[src/rtl/serial_sub_ctrl_pkg.sv]
// serial_sub_ctrl_pkg: shared state encoding and default operand width
// for the bit-serial subtraction controller.
package serial_sub_ctrl_pkg;

    localparam int DEFAULT_WIDTH = 8;

    typedef enum logic [1:0] {
        IDLE = 2'd0,
        RUN  = 2'd1,
        DONE = 2'd2
    } state_t;

endpackage

[src/rtl/serial_sub_ctrl_if.sv]
// serial_sub_ctrl_if: start/busy/done handshake plus operand and result bus.
// Optional macro SERIAL_SUB_OVF_EN adds the signed overflow flag ovf.
interface serial_sub_ctrl_if #(
    parameter int WIDTH = 8
) ();

    logic             start;
    logic [WIDTH-1:0] a;
    logic [WIDTH-1:0] b;
    logic             busy;
    logic             done;
    logic [WIDTH-1:0] diff;
    logic             bout;
`ifdef SERIAL_SUB_OVF_EN
    logic             ovf;

    modport master (output start, a, b, input busy, done, diff, bout, ovf);
    modport slave  (input start, a, b, output busy, done, diff, bout, ovf);
`else
    modport master (output start, a, b, input busy, done, diff, bout);
    modport slave  (input start, a, b, output busy, done, diff, bout);
`endif

endinterface

[src/rtl/serial_sub_ctrl_full_subtractor.sv]
// full_subtractor: single-bit combinational full-subtractor cell,
// computes A - B - C.
module full_subtractor (
    input  logic A,
    input  logic B,
    input  logic C,
    output logic Diff,
    output logic Bout
);

    assign Diff = A ^ B ^ C;
    assign Bout = (~A & B) | (~(A ^ B) & C);

endmodule

[src/rtl/serial_sub_ctrl.sv]
// serial_sub_ctrl: bit-serial a - b, one bit per clock, LSB first.
// Optional macro SERIAL_SUB_OVF_EN adds a registered signed overflow flag.
//
// state | meaning
// IDLE  | waiting for start; diff/bout hold the last result
// RUN   | one operand bit processed per cycle, busy high
// DONE  | one-cycle done pulse; start here chains straight into RUN
module serial_sub_ctrl
    import serial_sub_ctrl_pkg::*;
#(
    parameter int WIDTH = DEFAULT_WIDTH
) (
    input logic               clk,
    input logic               rst,
    serial_sub_ctrl_if.slave  bus
);

    localparam int            CW   = (WIDTH > 1) ? $clog2(WIDTH) : 1;
    localparam logic [CW-1:0] LAST = CW'(WIDTH - 1);

    state_t           state;
    logic [WIDTH-1:0] shreg_a;
    logic [WIDTH-1:0] shreg_b;
    logic [WIDTH-1:0] res;
    logic             borrow;
    logic [CW-1:0]    cnt;
    logic             busy_q;
    logic             done_q;
    logic [WIDTH-1:0] diff_q;
    logic             bout_q;
    logic             fs_d;
    logic             fs_bo;
`ifdef SERIAL_SUB_OVF_EN
    logic             ovf_q;
`endif

    full_subtractor u_fs (
        .A    (shreg_a[0]),
        .B    (shreg_b[0]),
        .C    (borrow),
        .Diff (fs_d),
        .Bout (fs_bo)
    );

    // Controller FSM: operand shifting, borrow chain and result capture.
    // On the last bit shreg_a[0]/shreg_b[0] are the operand MSBs and fs_d is
    // the result MSB, so overflow needs no extra copies of the operands.
    always_ff @(posedge clk) begin
        if (rst) begin
            state   <= IDLE;
            shreg_a <= '0;
            shreg_b <= '0;
            res     <= '0;
            borrow  <= 1'b0;
            cnt     <= '0;
            busy_q  <= 1'b0;
            done_q  <= 1'b0;
            diff_q  <= '0;
            bout_q  <= 1'b0;
`ifdef SERIAL_SUB_OVF_EN
            ovf_q   <= 1'b0;
`endif
        end else begin
            done_q <= 1'b0;
            case (state)
                RUN: begin
                    borrow  <= fs_bo;
                    shreg_a <= shreg_a >> 1;
                    shreg_b <= shreg_b >> 1;
                    res     <= {fs_d, res[WIDTH-1:1]};
                    cnt     <= cnt + 1'b1;
                    if (cnt == LAST) begin
                        state  <= DONE;
                        busy_q <= 1'b0;
                        done_q <= 1'b1;
                        diff_q <= {fs_d, res[WIDTH-1:1]};
                        bout_q <= fs_bo;
`ifdef SERIAL_SUB_OVF_EN
                        ovf_q  <= (shreg_a[0] != shreg_b[0]) && (fs_d != shreg_a[0]);
`endif
                    end
                end
                default: begin
                    if (bus.start) begin
                        state   <= RUN;
                        shreg_a <= bus.a;
                        shreg_b <= bus.b;
                        borrow  <= 1'b0;
                        cnt     <= '0;
                        busy_q  <= 1'b1;
                    end else begin
                        state   <= IDLE;
                        busy_q  <= 1'b0;
                    end
                end
            endcase
        end
    end

    assign bus.busy = busy_q;
    assign bus.done = done_q;
    assign bus.diff = diff_q;
    assign bus.bout = bout_q;
`ifdef SERIAL_SUB_OVF_EN
    assign bus.ovf  = ovf_q;
`endif

endmodule

[src/flat_wrapper.sv]
// flat-port wrapper written by rule: the top's interface ports become plain ports
module serial_sub_ctrl_flat import serial_sub_ctrl_pkg::*;
#(
    parameter int WIDTH = DEFAULT_WIDTH
)
  (clk, rst, bus_start, bus_a, bus_b, bus_busy, bus_done, bus_diff, bus_bout);
  serial_sub_ctrl_if #(.WIDTH(WIDTH)) bus_i ();
  input logic clk;
  input logic rst;
  input wire logic [$bits(bus_i.start)-1:0] bus_start;
  input wire logic [$bits(bus_i.a)-1:0] bus_a;
  input wire logic [$bits(bus_i.b)-1:0] bus_b;
  output wire logic [$bits(bus_i.busy)-1:0] bus_busy;
  output wire logic [$bits(bus_i.done)-1:0] bus_done;
  output wire logic [$bits(bus_i.diff)-1:0] bus_diff;
  output wire logic [$bits(bus_i.bout)-1:0] bus_bout;
  assign bus_i.start = bus_start;
  assign bus_i.a = bus_a;
  assign bus_i.b = bus_b;
  assign bus_busy = bus_i.busy;
  assign bus_done = bus_i.done;
  assign bus_diff = bus_i.diff;
  assign bus_bout = bus_i.bout;
  serial_sub_ctrl #(.WIDTH(WIDTH)) u_core (.clk(clk), .rst(rst), .bus(bus_i));
endmodule
[config.mk]
export PLATFORM = sky130hd
export DESIGN_NAME = serial_sub_ctrl_flat
export DESIGN_NICKNAME = d
export VERILOG_FILES = /design/src/rtl/serial_sub_ctrl_pkg.sv /design/src/rtl/serial_sub_ctrl_if.sv /design/src/rtl/serial_sub_ctrl_full_subtractor.sv /design/src/rtl/serial_sub_ctrl.sv /design/src/flat_wrapper.sv
export SDC_FILE = /design/constraint.sdc
export NUM_CORES = 1
export LEC_CHECK = 0
export BUFFER_PORTS_ARGS = -buffer_cell sky130_fd_sc_hd__buf_2
export CELL_PAD_IN_SITES_DETAIL_PLACEMENT = 1
export CELL_PAD_IN_SITES_GLOBAL_PLACEMENT = 2
export CORE_AREA = 3 3 77 79
export CTS_CLUSTER_DIAMETER = 120
export CTS_CLUSTER_SIZE = 10
export DETAILED_ROUTE_END_ITERATION = 12
export DIE_AREA = 0 0 80 82
export PLACE_DENSITY = 0.82
export SYNTH_ARGS = -nofsm -noshare
export SYNTH_HDL_FRONTEND = slang
export SYNTH_SLANG_ARGS = --single-unit
[constraint.sdc]
create_clock -name clk -period 1.4 [get_ports clk]
set_input_delay 0.21 -clock clk [delete_from_list [all_inputs] [get_ports clk]]
set_output_delay 0.21 -clock clk [all_outputs]
set_load 0.01 [all_outputs]
==> flow_summary.json, run 1 <==
{
  "p_leak_nw": 0.793,
  "die_x_um": 80,
  "io_buffers": 29,
  "dp.cells": 265,
  "syn_area_sq_mm": 0.00163,
  "instances_no_fill": 274,
  "vias": 1226,
  "cts_made_buffers": 5,
  "required_ns": 1.63,
  "area.sequential_sq_um": 782,
  "synthArstFlopShare": 0,
  "postCtsSetupRepairBufs": 0,
  "cts-root-buf": "clkbuf_8",
  "critPathLaunch": "u_core.cnt[0]",
  "ant_nets": 0,
  "switchingPower_mw": 0.547,
  "drt_wl_total_mm": 3.44,
  "yosys-top-cells-area": "dfxtp_1 48%, a211oi_2 11%, mux2i_1 9.8%",
  "p_int_mw": 1.62,
  "nets": 223,
  "track_usage": 0.112,
  "via_per_inst": 4.47,
  "firstDrtPassIters": 4,
  "synth_warnings": 0,
  "synthMostInstantiatedCell": "dfxtp_1",
  "synth_largest_area_cell": "dfxtp_1",
  "worstReg2RegStart": "u_core.cnt[0]",
  "initial_utilization": 0.302,
  "cts_tree": "built",
  "hold_buffers": 0,
  "n_antenna_cell": 0,
  "start_kind": "flip-flop",
  "setup_ws_ns": 0.130,
  "drive_above_1_share": 0.312,
  "r2r_cells": 6,
  "grt-ovfl-total": 0,
  "syn-num-nets": 192,
  "r2r_end": "u_core.bus.diff[6]",
  "place_congestion": 0.661,
  "synthDistinctLibCells": 22,
  "period_share": 0.907,
  "finalHoldViolCount": 0,
  "design.die.area_sq_mm": 0.00656,
  "synth_commonest_cells": "39 x dfxtp_1, 32 x nand2_1, 18 x a21oi_1, 18 x nor2_1, 16 x mux2i_1",
  "path_max_fanout": 4,
  "p_seq_frac": 0.547,
  "wl_per_cell_um": 12.5,
  "place_hpwl_mm": 2.21,
  "dieHeight_um": 82,
  "multi_input_area_sq_um": 792,
  "pre_cts_ws_ns": 0.0163,
  "fin_crit_ns": 1.27,
  "worstHoldStart": "bus_a[7]",
  "syn2layout_area_growth_pct": 21.1,
  "grt_pass1_vias": 1257,
  "antenna_found_initial": 0,
  "drv_cap": 0,
  "r2r_slack_ns": 0.13,
  "hold_depth": 3,
  "skew_ns": 0.0114,
  "drt_iter0_drc": 50,
  "power_frac_comb": 0.113,
  "path_clk_slew_ns": 0.08,
  "finalSetupViolations": 0,
  "p_total_mw": 2.17,
  "worst_pin_slew_ns": 0.555,
  "fmaxAchievable_mhz": 787,
  "grt_pass1_wl_mm": 5.62,
  "num_rows": 27,
  "endpoint_kind": "flip-flop",
  "synth_top_area_frac": 0.478,
  "run_status": "finished, final reports clean",
  "synth-edff-count": 0,
  "clkSinkCount": 39,
  "hold_path_end": "u_core.shreg_a[7]",
  "slew_headroom": 0.630,
  "synth-seq-cells": 39,
  "power_density_mw_per_mm2": 1090,
  "min_path_type": "input pin to flip-flop",
  "fill_cells": 652,
  "irDropWorstVdd_mv": 0.403,
  "rsz0062_at_grt": "false",
  "worstPathArrival_ns": 1.50,
  "htreeDepth": 2,
  "synth_flop_cell": "dfxtp_1",
  "finish.utilization": 0.366,
  "yosysSeqAreaShare": 0.478,
  "path_class": "flip-flop to flip-flop",
  "drv_slew": 0,
  "power.share.clock": 0.340,
  "core_area_sq_mm": 0.00541,
  "pin_count": 30,
  "swShare": 0.252,
  "fin_setup_tns_ns": 0,
  "syn_area_per_cell_sq_um": 9.61,
  "synthCells": 170,
  "clock_path_buffers": 2,
  "grt_max_degree": 40,
  "drc": 0,
  "clk_latency_ns": 0.30
}
==> per-stage QoR <==
stage,hold slack [ns],cell area [sq um]
after floorplan,0.404,1630
after global placement,0.444,1860
after detailed placement,0.449,1860
after CTS,0.213,1950
after global routing,0.241,1980
final,0.208,1980
==> per-layer routing <==
layer,share of wire,global-route usage,up-vias
met1,0.48,0.132,566
met2,0.46,0.183,16
met5,0,0,-
met3,0.040,0.0373,6
met4,0.020,0.0557,0
li1,-,-,638
==> critical path, cell delays in order, from the launching register on <==
cell      delay, ns
dfxtp_2        0.33
ha_2           0.19
ha_4           0.17
nand3b_1       0.17
buf_4          0.16
nand2_1        0.05
a21oi_1        0.13
==> kinds of logic after synthesis <==
group                      synth area share
muxes                                0.0980
and+or+nand+nor                       0.166
AOI/OAI and AO/OA                     0.175
DFF                                   0.478
buffers and inverters                0.0551
adders and majority gates            0.0276
==> how the worst max path moves through the flow <==
stage	endpoint	cells after the start
floorplan	u_core.bus.bout	5
global route	u_core.state[0]	6
detailed placement	u_core.bus.bout	5
CTS	u_core.bus.diff[1]	6
finish	u_core.bus.diff[6]	6
global placement	u_core.bus.bout	5
==> timing repair <==
item / in CTS / in global routing
gates cloned: 0 / 1
endpoints found under the setup margin: 1 / 3
gates resized for setup: 1 / 6
==> cells in the final DEF, fill, tap and decap left out <==
cell,Yosys,layout
a21oi_1,18,17
and3b_1,1,1
dfxtp_1,39,38
and2b_4,1,1
clkbuf_1,2,2
nand3b_1,4,4
nand2_1,32,32
clkbuf_8,0,5
a211oi_1,1,1
ha_4,0,1
buf_12,0,2
a21oi_2,1,2
fa_1,1,1
mux2i_1,16,16
nand2b_1,3,3
buf_2,6,29
dfxtp_2,0,1
buf_6,2,1
and3b_2,0,1
nor3_1,2,2
or3_1,1,1
inv_1,2,2
nor2_1,18,18
a211oi_2,14,14
clkinv_2,0,1
o21ai_1,1,1
ha_2,0,1
buf_4,3,4
==> final cells by class <==
class	count	share of cell area
Multi-Input combinational cell	117	0.400
Sequential cell	39	0.395
Timing Repair Buffer	36	0.114
Tap cell	72	0.0455
Clock buffer	7	0.0386
Inverter	2	0.00379
Clock inverter	1	0.00253
==> sequential cells by signal (all words and copies together) (netlist names) <==
signal           flops
u_core.bus.diff      8
u_core.res           7
u_core.bus.bout      1
u_core.state         2
u_core.shreg_a       8
u_core.borrow        1
u_core.cnt           3
u_core.bus.done      1
u_core.shreg_b       8
==> power by group through the flow <==
stage	clock network, mW	logic [mW]	registers (mW)
global route	0.808	0.277	1.19
global placement	0	0.245	1.21
floorplan	0	0.185	1.20
detailed placement	0	0.248	1.21
finish	0.737	0.245	1.18
CTS	0.763	0.249	1.18
Note: power is estimated with default switching activity, not from simulation.
==> run 2: changes to the inputs <==
- BUFFER_PORTS_ARGS: -buffer_cell sky130_fd_sc_hd__buf_2 -> not set
- CELL_PAD_IN_SITES_DETAIL_PLACEMENT: 1 -> not set
- CELL_PAD_IN_SITES_GLOBAL_PLACEMENT: 2 -> not set
- DONT_BUFFER_PORTS: not set -> 1
- PLACE_DENSITY: 0.82 -> 0.55
==> run 2 against run 1 <==
Sequential power about the same. Die area unchanged. First-iteration DRC count increased by 38%. Sequential cell count unchanged. The run now ends with negative hold slack left. Clock-buffer cell count decreased by 2. Largest cell class is now sequential cells. Clock skew decreased by 0.0070 ns. Combinational power decreased by 29%. Routed wire length decreased by 15%. Clock power decreased by 2%. Register-to-register slack about the same. Final area decreased by 10%. Largest power group unchanged.
==> flow_summary.json, run 2 (synthesis gave the netlist of run 1 again) <==
{
  "grt_pass1_wl_mm": 5.14,
  "min_path_type": "input pin to flip-flop",
  "grt_max_degree": 40,
  "skew_ns": 0.00435,
  "finalSetupViolations": 0,
  "clkSinkCount": 39,
  "grt_pass1_vias": 1118,
  "initial_utilization": 0.302,
  "place_hpwl_mm": 2.00,
  "violations": "negative hold slack",
  "worstPathArrival_ns": 1.48,
  "mostFrequentLayoutCell": "dfxtp_1",
  "p_seq_frac": 0.570,
  "cts_tree": "built",
  "required_ns": 1.61,
  "n_antenna_cell": 0,
  "antenna_found_initial": 0,
  "busiest_layer": "met2",
  "period_share": 0.913,
  "pre_cts_ws_ns": 0.0284,
  "place_congestion": 0.658,
  "path_max_fanout": 10,
  "fill_cells": 559,
  "vias": 1094,
  "grt-ovfl-total": 0,
  "htreeDepth": 2,
  "die_x_um": 80,
  "clock_path_buffers": 2,
  "path_class": "flip-flop to flip-flop",
  "core_area_sq_mm": 0.00541,
  "pin_count": 30,
  "drv_slew": 0,
  "p_leak_nw": 0.653,
  "ant_nets": 0,
  "rsz0062_at_grt": "false",
  "via_per_inst": 4.54,
  "power.share.clock": 0.346,
  "design.die.area_sq_mm": 0.00656,
  "met3_usage": 0.0504,
  "fin_setup_tns_ns": 0,
  "finish.utilization": 0.330,
  "whs_ns": -0.0195,
  "drt_iter0_drc": 69,
  "nets": 190,
  "drive_above_1_share": 0.172,
  "power_density_mw_per_mm2": 1160,
  "wl_per_cell_um": 12.1,
  "irDropWorstVdd_mv": 0.361,
  "postCtsSetupRepairBufs": 0,
  "fmaxAchievable_mhz": 782,
  "syn2layout_area_growth_pct": 9.04,
  "dieHeight_um": 82,
  "start_kind": "flip-flop",
  "clk_latency_ns": 0.28,
  "num_rows": 27,
  "setup_ws_ns": 0.122,
  "io_buffers": 0,
  "run_status": "finished, violations left",
  "use_met2": 0.164,
  "cts-root-buf": "clkbuf_8",
  "finalHoldViolCount": 39,
  "slew_headroom": 0.834,
  "path_clk_slew_ns": 0.08,
  "firstDrtPassIters": 4,
  "swShare": 0.236,
  "worst_pin_slew_ns": 0.249,
  "final_cell_mix": "39 x dfxtp_1, 32 x nand2_1, 18 x a21oi_1, 18 x nor2_1, 16 x mux2i_1",
  "cts_made_buffers": 5,
  "p_int_mw": 1.59,
  "drv_cap": 0,
  "track_usage": 0.102,
  "fin_crit_ns": 1.28,
  "drt_wl_total_mm": 2.92,
  "power_frac_comb": 0.084,
  "switchingPower_mw": 0.489,
  "grtUsageMet1": 0.115,
  "endpoint_kind": "flip-flop",
  "p_total_mw": 2.08,
  "drc": 0
}
-- run 2: cell types whose count changed in the layout (fill, tap and decap cells not counted), sizes merged --
| cell | before | now |
|---|---|---|
| and3b | 2 | 1 |
| buf | 36 | 4 |
| clkbuf | 7 | 5 |
| clkinv | 1 | 3 |
-- run 2: metal layers --
metal | share of wire | vias up
met5 | 0 | -
met4 | 0.017 | 0
met3 | 0.079 | 4
met2 | 0.47 | 19
met1 | 0.43 | 501
li1 | - | 570
-- run 2: worst max-delay path: stages, from the launching register on --
cell	delay, ns
dfxtp_1	0.33
ha_1	0.19
ha_1	0.18
and3b_2	0.27
a211oi_1	0.23
-- run 2: repair_timing --
item | 4_1_cts | 5_1_grt
resized for setup | 0 | 1
endpoints found under the hold margin | 39 | 39
setup endpoints to repair | 0 | 9
-- run 2: cell type report --
| cell class | instances | area, sq um | share of cell area |
|---|---|---|---|
| Multi-Input combinational cell | 116 | 764 | 0.429 |
| Timing Repair Buffer | 4 | 55.1 | 0.0309 |
| Inverter | 2 | 7.51 | 0.00421 |
| Sequential cell | 39 | 781 | 0.438 |
| Tap cell | 72 | 90.1 | 0.0506 |
| Clock buffer | 5 | 68.8 | 0.0386 |
| Clock inverter | 3 | 15.0 | 0.00843 |
-- run 2: power by group through the flow --
stage               clock network, mW  registers, mW  logic [mW]
global route                    0.810           1.19       0.199
global placement                    0           1.21       0.174
finish                          0.719           1.18       0.174
floorplan                           0           1.20       0.185
detailed placement                  0           1.21       0.178
CTS                             0.751           1.18       0.178
-- run 2: path summary, 6_finish.rpt --
check,startpoint,cells after the start,end,slack (ns)
max,u_core.cnt[0],4,u_core.bus.bout,0.12
min,rst,1,u_core.borrow,-0.02
max reg2reg,u_core.cnt[0],4,u_core.bus.bout,0.12
min reg2reg,u_core.res[4],2,u_core.res[3],0.46
-- run 2: through the flow --
step	hold slack, ns	instances	instance area (sq um)
final	-0.0195	241	1780
after CTS	-0.0267	241	1780
after global routing	-0.0393	241	1780
after global placement	0.282	233	1700
after detailed placement	0.282	233	1700
after floorplan	0.404	170	1630
==> run 3: changes to the inputs <==
- REMOVE_ABC_BUFFERS: not set -> 1
==> run 3 against run 2 <==
The run still ends with negative hold slack left. Routed wire length up 4.8%. Critical path type unchanged. Utilization increased by 0.81 points. Global-route usage fell by 0.17 points. Worst setup slack got worse by 0.027 ns. Sequential cell count stayed put. Combinational power about the same. Final area is 2.5% higher. Highest routed layer unchanged. Register-to-register slack lost 0.03 ns. Via count grew 1.4%.
==> flow_summary.json, run 3 (synthesis gave the netlist of run 1 again) <==
{
  "min_path_type": "input pin to flip-flop",
  "power_density_mw_per_mm2": 1250,
  "pin_count": 30,
  "area.sequential_sq_um": 781,
  "start_kind": "flip-flop",
  "r2r_cells": 6,
  "swShare": 0.222,
  "drt_iter0_drc": 72,
  "power.share.clock": 0.406,
  "track_usage": 0.101,
  "cts-root-buf": "clkbuf_8",
  "drv_slew": 0,
  "firstDrtPassIters": 4,
  "design.die.area_sq_mm": 0.00656,
  "mostFrequentLayoutCell": "dfxtp_1",
  "required_ns": 1.59,
  "syn2layout_area_growth_pct": 11.7,
  "switchingPower_mw": 0.508,
  "skew_ns": 0.00952,
  "run_status": "finished, violations left",
  "grt_pass1_vias": 1120,
  "drc": 0,
  "violations": "negative hold slack",
  "core_area_sq_mm": 0.00541,
  "cts_made_buffers": 5,
  "rsz0062_at_grt": "false",
  "grt_pass1_wl_mm": 5.13,
  "num_rows": 27,
  "path_class": "flip-flop to flip-flop",
  "antenna_found_initial": 0,
  "final_cell_mix": "39 x dfxtp_1, 32 x nand2_1, 18 x a21oi_1, 18 x nor2_1, 16 x mux2i_1",
  "fin_crit_ns": 1.31,
  "io_buffers": 0,
  "slew_headroom": 0.827,
  "nets": 192,
  "n_antenna_cell": 0,
  "hold_path_end": "u_core.shreg_a[6]",
  "r2r_slack_ns": 0.09,
  "endpoint_kind": "flip-flop",
  "dieHeight_um": 82,
  "clk_latency_ns": 0.28,
  "design_area_sq_mm": 0.00183,
  "dpl_cell_area_sq_mm": 0.00169,
  "grt-ovfl-total": 0,
  "path_max_fanout": 7,
  "dp.cells": 234,
  "p_total_mw": 2.28,
  "power_frac_comb": 0.077,
  "wl_per_cell_um": 12.6,
  "drv_cap": 0,
  "path_clk_slew_ns": 0.08,
  "worst_pin_slew_ns": 0.260,
  "finalHoldViolCount": 22,
  "period_share": 0.932,
  "worstPathArrival_ns": 1.49,
  "whs_ns": -0.0131,
  "grt_max_degree": 40,
  "p_seq_frac": 0.518,
  "finalSetupViolations": 0,
  "drt_wl_total_mm": 3.06,
  "p_int_mw": 1.78,
  "drive_above_1_share": 0.181,
  "pre_cts_ws_ns": -0.00533,
  "hold_depth": 1,
  "clkSinkCount": 39,
  "r2r_end": "u_core.bus.diff[2]",
  "ant_nets": 0,
  "fill_cells": 575,
  "clock_path_buffers": 2,
  "cts_tree": "built",
  "irDropWorstVdd_mv": 0.620,
  "multi_input_area_sq_um": 764,
  "setup_ws_ns": 0.0948,
  "worstReg2RegStart": "u_core.cnt[0]",
  "fmaxAchievable_mhz": 766,
  "instances_no_fill": 243,
  "via_per_inst": 4.56,
  "initial_utilization": 0.302,
  "worstHoldStart": "rst",
  "p_leak_nw": 0.670,
  "htreeDepth": 2,
  "die_x_um": 80,
  "place_congestion": 0.700,
  "vias": 1109
}
## run 3: how the worst max path moves through the flow
stage                                from            endpoint  slack (ns)  cells past startpoint
after global routing        u_core.cnt[0]     u_core.bus.bout        0.01                      5
after detailed placement    u_core.cnt[0]     u_core.bus.bout      -0.005                      5
after global placement      u_core.cnt[0]     u_core.bus.bout        0.06                      5
final                       u_core.cnt[0]  u_core.bus.diff[2]        0.09                      6
after floorplan           u_core.state[1]   u_core.shreg_a[0]       -0.24                      3
after CTS                   u_core.cnt[0]     u_core.bus.bout        0.09                      5
## run 3: through the flow
step           utilization  setup TNS [ns]  hold WS (ns)
6_report             0.338               0       -0.0131
5_1_grt              0.338               0       -0.0497
4_1_cts              0.334               0       -0.0308
3_5_place_dp         0.313        -0.00533         0.284
3_3_place_gp         0.313               0         0.283
2_1_floorplan            -           -5.11         0.272
## run 3: power by group through the flow
stage | Sequential (mW) | Combinational (mW) | Clock (mW)
finish | 1.18 | 0.175 | 0.926
global route | 1.19 | 0.199 | 1.03
CTS | 1.18 | 0.178 | 0.971
detailed placement | 1.21 | 0.178 | 0
global placement | 1.21 | 0.175 | 0
floorplan | 1.20 | 0.142 | 0
## run 3: layout make-up
cell class / instances / area share
well taps: 72 / 0.0493
clock inverters: 3 / 0.0240
flip-flops and latches: 39 / 0.428
inverters: 2 / 0.00411
repair buffers: 6 / 0.0384
clock buffers: 5 / 0.0377
multi-input cells: 116 / 0.419
## run 3: critical path, cell delays in order (launching register included)
cell and delay (ns):
dfxtp_1 0.32, ha_1 0.20, ha_1 0.19, and3b_2 0.24, buf_12 0.14, nand2_1 0.06, a21oi_1 0.05
## run 3: timing repair
item                                    in CTS  in global routing
hold endpoints to repair                    39                 39
setup buffers                                0                  1
endpoints found under the setup margin       1                  1
resized for setup                            1                  0
## run 3: per-layer routing
metal	vias up	global-route usage	part of all wire
met1	509	0.115	0.46
met2	22	0.171	0.47
met4	0	0.0355	0.0062
met5	-	0	0
li1	576	-	-
met3	2	0.0384	0.059
